$ cat src/rtl/data_req_arbiter_pkg.sv
// Shared source ids and sizing constants for the data request arbiter.
package data_req_arbiter_pkg;
   localparam logic SRC_M1S  = 1'b0;
   localparam logic SRC_WBUF = 1'b1;
   localparam int DATA_REQ_TAG_W      = 1;
   localparam int OUTSTANDING_DEFAULT = 4;

   typedef enum logic {
      ST_FREE   = 1'b0,
      ST_LOCKED = 1'b1
   } arb_state_e;
endpackage

$ cat src/rtl/arb_tag_fifo.sv
// In-order FIFO of source ids for accepted-but-unanswered requests.
module arb_tag_fifo
   import data_req_arbiter_pkg::*;
#(
   parameter int DEPTH = OUTSTANDING_DEFAULT
) (
   input  logic                      clk,
   input  logic                      resetn,
   input  logic                      push,
   input  logic                      push_id,
   input  logic                      pop,
   output logic                      full,
   output logic                      empty,
   output logic                      head,
   output logic [$clog2(DEPTH):0]    count
);
   localparam int PTR_W = $clog2(DEPTH);

   logic             mem [DEPTH];
   logic [PTR_W-1:0] rd_ptr;
   logic [PTR_W-1:0] wr_ptr;
   logic             do_push;
   logic             do_pop;

   assign empty   = (count == '0);
   assign full    = (count == (PTR_W+1)'(DEPTH));
   assign head    = mem[rd_ptr];
   assign do_pop  = pop && !empty;
   // A pop in the same cycle frees the slot, so a push is allowed even when full.
   assign do_push = push && (!full || do_pop);

   always_ff @(posedge clk or negedge resetn) begin
      if (!resetn) begin
         rd_ptr <= '0;
         wr_ptr <= '0;
         count  <= '0;
      end else begin
         if (do_pop)  rd_ptr <= rd_ptr + PTR_W'(1);
         if (do_push) wr_ptr <= wr_ptr + PTR_W'(1);
         case ({do_push, do_pop})
            2'b10:   count <= count + (PTR_W+1)'(1);
            2'b01:   count <= count - (PTR_W+1)'(1);
            default: count <= count;
         endcase
      end
   end

   always_ff @(posedge clk) begin
      if (do_push) mem[wr_ptr] <= push_id;
   end
endmodule

$ cat src/rtl/data_req_arbiter.sv
// Two-source arbiter for the data SRAM port: MEM1 stage vs. write-buffer drain,
// with grant hold on downstream stall and in-order response routing.
module data_req_arbiter
   import data_req_arbiter_pkg::*;
#(
   parameter int OUTSTANDING = OUTSTANDING_DEFAULT,
   parameter int DATA_W      = 32
) (
   input  logic              clk,
   input  logic              resetn,
   input  logic              m_req,
   input  logic              m_wr,
   input  logic [1:0]        m_size,
   input  logic [3:0]        m_wstrb,
   input  logic [DATA_W-1:0] m_addr,
   input  logic [DATA_W-1:0] m_wdata,
   input  logic              m_uncache,
   output logic              m_addr_ok,
   output logic              m_data_ok,
   input  logic              w_req,
   input  logic              w_wr,
   input  logic [1:0]        w_size,
   input  logic [3:0]        w_wstrb,
   input  logic [DATA_W-1:0] w_addr,
   input  logic [DATA_W-1:0] w_wdata,
   input  logic              w_uncache,
   input  logic              w_urgent,
   output logic              w_addr_ok,
   output logic              w_data_ok,
   output logic              data_sram_req,
   output logic              data_sram_wr,
   output logic [1:0]        data_sram_size,
   output logic [3:0]        data_sram_wstrb,
   output logic [DATA_W-1:0] data_sram_addr,
   output logic [DATA_W-1:0] data_sram_wdata,
   output logic              data_uncache,
   input  logic              data_sram_addr_ok,
   input  logic              data_sram_data_ok,
   input  logic [DATA_W-1:0] data_sram_rdata,
   output logic [DATA_W-1:0] rdata,
   output logic              arb_idle,
   output logic              arb_err
);
   arb_state_e state_q, state_d;
   logic       lock_id_q, lock_id_d;
   logic       grant_valid, grant_id, sel_req, lock_drop, accept;
   logic       fifo_full, fifo_empty, fifo_head, pop;
   logic [$clog2(OUTSTANDING):0] fifo_count;

   // Lock state machine: the grant is frozen while a presented request stalls.
   always_ff @(posedge clk or negedge resetn) begin
      if (!resetn) begin
         state_q   <= ST_FREE;
         lock_id_q <= SRC_M1S;
      end else begin
         state_q   <= state_d;
         lock_id_q <= lock_id_d;
      end
   end

   always_comb begin
      grant_valid = 1'b0;
      grant_id    = SRC_M1S;
      state_d     = ST_FREE;
      lock_id_d   = lock_id_q;
      // Outputs stay quiet while reset is asserted, even mid-lock.
      if (!resetn) begin
         grant_valid = 1'b0;
      end else if (state_q == ST_LOCKED) begin
         grant_valid = 1'b1;
         grant_id    = lock_id_q;
      end else if (!fifo_full) begin
         if (w_req && (w_urgent || !m_req)) begin
            grant_valid = 1'b1;
            grant_id    = SRC_WBUF;
         end else if (m_req) begin
            grant_valid = 1'b1;
            grant_id    = SRC_M1S;
         end
      end
      sel_req       = (grant_id == SRC_WBUF) ? w_req : m_req;
      data_sram_req = grant_valid && sel_req;
      lock_drop     = (state_q == ST_LOCKED) && !sel_req;
      accept        = data_sram_req && data_sram_addr_ok;
      if (data_sram_req && !data_sram_addr_ok) begin
         state_d   = ST_LOCKED;
         lock_id_d = grant_id;
      end
   end

   always_comb begin
      data_sram_wr    = 1'b0;
      data_sram_size  = '0;
      data_sram_wstrb = '0;
      data_sram_addr  = '0;
      data_sram_wdata = '0;
      data_uncache    = 1'b0;
      if (data_sram_req && grant_id == SRC_WBUF) begin
         data_sram_wr    = w_wr;
         data_sram_size  = w_size;
         data_sram_wstrb = w_wstrb;
         data_sram_addr  = w_addr;
         data_sram_wdata = w_wdata;
         data_uncache    = w_uncache;
      end else if (data_sram_req) begin
         data_sram_wr    = m_wr;
         data_sram_size  = m_size;
         data_sram_wstrb = m_wstrb;
         data_sram_addr  = m_addr;
         data_sram_wdata = m_wdata;
         data_uncache    = m_uncache;
      end
   end

   assign m_addr_ok = accept && (grant_id == SRC_M1S);
   assign w_addr_ok = accept && (grant_id == SRC_WBUF);
   assign pop       = data_sram_data_ok && !fifo_empty;
   assign m_data_ok = pop && (fifo_head == SRC_M1S);
   assign w_data_ok = pop && (fifo_head == SRC_WBUF);
   assign rdata     = data_sram_rdata;
   assign arb_idle  = fifo_empty && (state_q == ST_FREE);

   always_ff @(posedge clk or negedge resetn) begin
      if (!resetn)                                          arb_err <= 1'b0;
      else if (lock_drop || (data_sram_data_ok && fifo_empty)) arb_err <= 1'b1;
   end

   arb_tag_fifo #(.DEPTH(OUTSTANDING)) u_tag_fifo (
      .clk     (clk),
      .resetn  (resetn),
      .push    (accept),
      .push_id (grant_id),
      .pop     (pop),
      .full    (fifo_full),
      .empty   (fifo_empty),
      .head    (fifo_head),
      .count   (fifo_count)
   );

   logic unused_count;
   assign unused_count = ^fifo_count;
endmodule

$ cat config.mk
export PLATFORM = sky130hd
export DESIGN_NAME = data_req_arbiter
export DESIGN_NICKNAME = d
export VERILOG_FILES = /design/src/rtl/data_req_arbiter_pkg.sv /design/src/rtl/arb_tag_fifo.sv /design/src/rtl/data_req_arbiter.sv
export SDC_FILE = /design/constraint.sdc
export NUM_CORES = 1
export LEC_CHECK = 0
export CAP_MARGIN = 20
export CELL_PAD_IN_SITES_DETAIL_PLACEMENT = 2
export CELL_PAD_IN_SITES_GLOBAL_PLACEMENT = 2
export CORE_MARGIN = 10
export CORE_UTILIZATION = 10
export CTS_BUF_LIST = sky130_fd_sc_hd__clkbuf_4 sky130_fd_sc_hd__clkbuf_8
export DETAILED_ROUTE_END_ITERATION = 6
export PLACE_DENSITY = 0.95
export REMOVE_ABC_BUFFERS = 1
export SYNTH_ARGS = -nofsm -noshare
export SYNTH_HDL_FRONTEND = slang
export SYNTH_SLANG_ARGS = --single-unit
$ cat constraint.sdc
create_clock -name clk -period 2.4 [get_ports clk]
set_input_delay 0.48 -clock clk [delete_from_list [all_inputs] [get_ports clk]]
set_output_delay 0.48 -clock clk [all_outputs]
set_load 0.005 [all_outputs]
==> metrics.txt <==
# TYPE chip_impl_metric gauge
chip_impl_info{name="outcome",value="finished with violations"} 1
chip_impl_info{name="violations_in_the_final_reports",value="setup timing"} 1
chip_impl_metric{name="final_cell_count_no_fill",unit=""} 677
chip_impl_metric{name="remaining_routing_drc_violations",unit=""} 0
chip_impl_metric{name="synth-edff-count",unit=""} 4
chip_impl_metric{name="detailroute.via_count",unit=""} 2738
chip_impl_metric{name="initial_antenna_violation_count",unit=""} 2
chip_impl_metric{name="setup_slack",unit="ns"} -0.3142
chip_impl_metric{name="report.final.hold_viol_count",unit=""} 0
chip_impl_metric{name="dp_cells",unit=""} 644
chip_impl_metric{name="die_h",unit="um"} 157.1
chip_impl_info{name="worst-setup-path-type",value="reg2out"} 1
chip_impl_metric{name="drt-initial-drc-count",unit=""} 61
chip_impl_metric{name="floorplan.die.width",unit="um"} 157.1
chip_impl_metric{name="initial_utilization",unit="%"} 10.11
chip_impl_metric{name="total_leakage_power",unit="nW"} 2.075
chip_impl_metric{name="max-vdd-ir-drop",unit="mV"} 0.4202
chip_impl_metric{name="maxClockFrequency",unit="MHz"} 368.4
chip_impl_metric{name="synth_compound_area_share",unit="%"} 37.88
chip_impl_metric{name="hpwlAfterDp",unit="um"} 13840
chip_impl_metric{name="fill_cell_count",unit=""} 2112
chip_impl_metric{name="period_share",unit="%"} 113.1
chip_impl_info{name="endpoint_kind",value="output port"} 1
chip_impl_metric{name="clk_pin_slew_worst_paths",unit="ns"} 0.06
chip_impl_metric{name="post_synthesis_simple_gate_area_fraction",unit="%"} 9.987
chip_impl_metric{name="synth.yosys.warnings",unit=""} 0
chip_impl_metric{name="post_synth_instance_area",unit="mm2"} 0.001879
chip_impl_info{name="cts-root-buf",value="clkbuf_8"} 1
chip_impl_metric{name="final_max_slew_violation_count",unit=""} 0
chip_impl_metric{name="ys_seq_elements",unit=""} 14
chip_impl_metric{name="finalClockSkew",unit="ns"} 0.004789
chip_impl_metric{name="synthToLayoutAreaGrowth",unit="%"} 147.5
chip_impl_metric{name="grt_first_pass_wirelength",unit="um"} 23610
chip_impl_metric{name="yosys.area_share.xor_xnor",unit="%"} 2.796
chip_impl_metric{name="dp_worst_setup_slack",unit="ns"} -0.9389
chip_impl_metric{name="power.density_cell_area",unit="mW/mm2"} 496.5
chip_impl_metric{name="gpl.final_weighted_congestion",unit=""} 0.7556
chip_impl_metric{name="io_pins",unit=""} 294
chip_impl_metric{name="htree_levels",unit=""} 1
chip_impl_metric{name="final_critical_path_required_period",unit="ns"} 2.714
chip_impl_metric{name="power.total",unit="mW"} 2.309
chip_impl_metric{name="yosys.area_share.adder",unit="%"} 4.394
chip_impl_info{name="critical_path.startpoint_type",value="register"} 1
chip_impl_metric{name="core_area",unit="mm2"} 0.01858
chip_impl_metric{name="worst_ep_required_time",unit="ns"} 1.92
chip_impl_info{name="min-delay-path-class",value="in2async"} 1
chip_impl_metric{name="clkLatencyLatePin",unit="ns"} 0.25
chip_impl_metric{name="dieArea",unit="mm2"} 0.02468
chip_impl_metric{name="cts_made_buffers",unit=""} 3
chip_impl_info{name="tritoncts",value="yes"} 1
chip_impl_metric{name="yosysUniqueCellTypes",unit=""} 39
chip_impl_metric{name="wire_per_inst",unit="um"} 25.28
chip_impl_metric{name="number_of_global_route_vias_before_repair",unit=""} 3180
chip_impl_metric{name="slew_at_the_pin_with_the_worst_max_slew_slack",unit="ns"} 0.4360
chip_impl_metric{name="worstPathArrival",unit="ns"} 2.23
chip_impl_metric{name="io_buffer_count",unit=""} 229
chip_impl_metric{name="grt_start_max_net_pins",unit=""} 20
chip_impl_metric{name="synth_cells",unit=""} 194
chip_impl_metric{name="hold_buffers",unit=""} 0
chip_impl_metric{name="syn_area_per_cell",unit="um2"} 9.687
chip_impl_metric{name="finish.net_count",unit=""} 631
chip_impl_metric{name="std_cell_rows",unit=""} 50
chip_impl_metric{name="setup_violations",unit=""} 75
chip_impl_metric{name="grtUsageTotal",unit="%"} 13.16
chip_impl_info{name="setup_repair_after_global_routing_missed_its_margin",value="yes"} 1
chip_impl_metric{name="synth.yosys.seq_area_share",unit="%"} 19.71
chip_impl_metric{name="yosys-mux-area-fraction",unit="%"} 2.863
chip_impl_metric{name="drt_pass1_iterations",unit=""} 4
chip_impl_metric{name="synthArstFlopShare",unit="%"} 71.43
chip_impl_info{name="combinational_family_with_the_most_area_after_synthesis",value="compound AO/OA/AOI/OAI gates"} 1
chip_impl_metric{name="maxSlewHeadroom",unit="%"} 70.18
chip_impl_metric{name="antenna_violating_nets_post_route",unit=""} 0
chip_impl_metric{name="layout_cells_sized_above_1",unit="%"} 35.83
chip_impl_info{name="dominantRegCellSynth",value="dfrtp_1"} 1
chip_impl_metric{name="gr-total-overflow",unit=""} 0
chip_impl_metric{name="finalWirelength",unit="um"} 17120
chip_impl_metric{name="cts_buffer_depth",unit=""} 2
chip_impl_metric{name="vias_per_cell",unit=""} 4.044
chip_impl_metric{name="clock-sinks",unit=""} 14
chip_impl_metric{name="max_cap_viol_count",unit=""} 0
chip_impl_metric{name="cp_max_fo",unit=""} 7
-- Yosys cell counts (3+ instances only) --
cell type  instances  area share, %
edfxtp_1           4            6.4
nor2_1             3           0.60
inv_1              7            1.4
buf_2              3           0.80
a22o_1            72             34
clkbuf_1           5            1.0
xnor2_1            4            1.9
dfrtp_1           10             13
ha_1               5            3.3
nand2_1            4           0.80
and2_1             8            2.7
buf_4             32             13
buf_8              7            5.6
-- logic make-up after synthesis --
kind of cell    count (synthesis)
compound gates                 80
buf+inv                        56
fa+ha+maj                       6
flops                          14
xor+xnor                        6
mux                             4
simple gates                   28
-- per-stage QoR --
step / TNS, ns / utilization, % / hold WS (ns) / instance area, um2
final: -19.39 / 25.04 / 0.4823 / 4652
after global placement: -55.48 / 23.80 / 0.4752 / 4423
after global routing: -25.28 / 25.01 / 0.4998 / 4647
after detailed placement: -60.98 / 23.80 / 0.4933 / 4423
after CTS: -22.95 / 24.94 / 0.4963 / 4633
after floorplan: -141.47 / - / 0.1844 / 1489
-- report_power, final --
group	switching, mW	internal [mW]
Sequential	0.0595	0.330
Clock	0.0919	0.113
Combinational	0.691	1.02
Total	0.843	1.47
-- layout by cell type (no fill, tap or decap), types with 2 or more instances in the layout --
| cell type | netlist | final |
|---|---|---|
| buf_4 | 32 | 33 |
| dfrtp_1 | 10 | 9 |
| dlygate4sd2_1 | 0 | 5 |
| buf_8 | 7 | 2 |
| buf_6 | 1 | 13 |
| and2_1 | 8 | 6 |
| buf_2 | 3 | 67 |
| nand2_1 | 4 | 4 |
| edfxtp_1 | 4 | 4 |
| clkdlybuf4s15_2 | 0 | 3 |
| diode_2 | 0 | 2 |
| xor2_1 | 2 | 2 |
| buf_12 | 0 | 11 |
| a22o_1 | 72 | 70 |
| inv_1 | 7 | 7 |
| a22o_4 | 0 | 2 |
| mux2i_1 | 2 | 2 |
| clkbuf_8 | 0 | 3 |
| clkdlybuf4s50_1 | 0 | 149 |
| and2_4 | 0 | 2 |
| nand2b_4 | 0 | 2 |
| buf_16 | 0 | 7 |
| nor2_1 | 3 | 3 |
| xnor2_1 | 4 | 4 |
| ha_1 | 5 | 4 |
-- worst max-delay path, stage by stage, from the launching register on --
cell and delay, ns:
dfrtp_1 0.38, or3b_4 0.45, o211ai_4 0.21, nor4bb_4 0.07
buf_6 0.14, buf_12 0.12, buf_12 0.13, buf_8 0.13
a22o_1 0.21, buf_2 0.14
-- per-layer routing --
metal	share of wire, %	wire (um)	global-route usage, %	vias up
met4	0.28	48	0.6679	2
li1	-	-	-	1217
met3	12	2068	6.223	7
met2	48	8258	23.24	173
met5	0.74	126	3.879	-
met1	39	6612	14.46	1339
-- final timing paths --
path | start | endpoint | cells past startpoint | slack [ns]
max in group asynchronous | resetn | u_tag_fifo.rd_ptr[0]$_DFFE_PN0P_ | 3 | 1.75
worst max register to register | u_tag_fifo.count[1]$_DFFE_PN0P_ | u_tag_fifo.count[2]$_DFFE_PN0P_ | 12 | -0.13
worst max-delay path | u_tag_fifo.count[1]$_DFFE_PN0P_ | data_sram_wdata[17] | 9 | -0.31
worst min-delay path | resetn | lock_id_q$_DFFE_PN0P_ | 3 | 0.48
min in group clk | u_tag_fifo.rd_ptr[1]$_DFFE_PN0P_ | u_tag_fifo.rd_ptr[1]$_DFFE_PN0P_ | 1 | 0.49
worst min register to register | u_tag_fifo.rd_ptr[1]$_DFFE_PN0P_ | u_tag_fifo.rd_ptr[1]$_DFFE_PN0P_ | 1 | 0.49
-- timing repair --
action | 4_1_cts | 5_1_grt
gates cloned | 7 | 0
setup buffers | 25 | 0
resized for setup | 333 | 4
pin swaps | 23 | 15
endpoints found under the setup margin | 78 | 78
-- registers in the layout, indices dropped and copies added, names as in the netlist --
register           flops
u_tag_fifo.rd_ptr      2
arb_err                1
u_tag_fifo.mem         4
state_q                1
lock_id_q              1
u_tag_fifo.wr_ptr      2
u_tag_fifo.count       3
-- final cells by class --
class                           instances  area, um2  area share, %
Antenna cell                            2      5.005         0.1076
Clock inverter                          1      3.754        0.08069
Sequential cell                        14      371.6          7.988
Multi-Input combinational cell        124       1156          24.85
Clock buffer                            3      41.29         0.8876
Inverter                                8      30.03         0.6455
Tap cell                              234      292.8          6.294
Timing Repair Buffer                  291       2751          59.14
(Power assumes the default switching activity.)
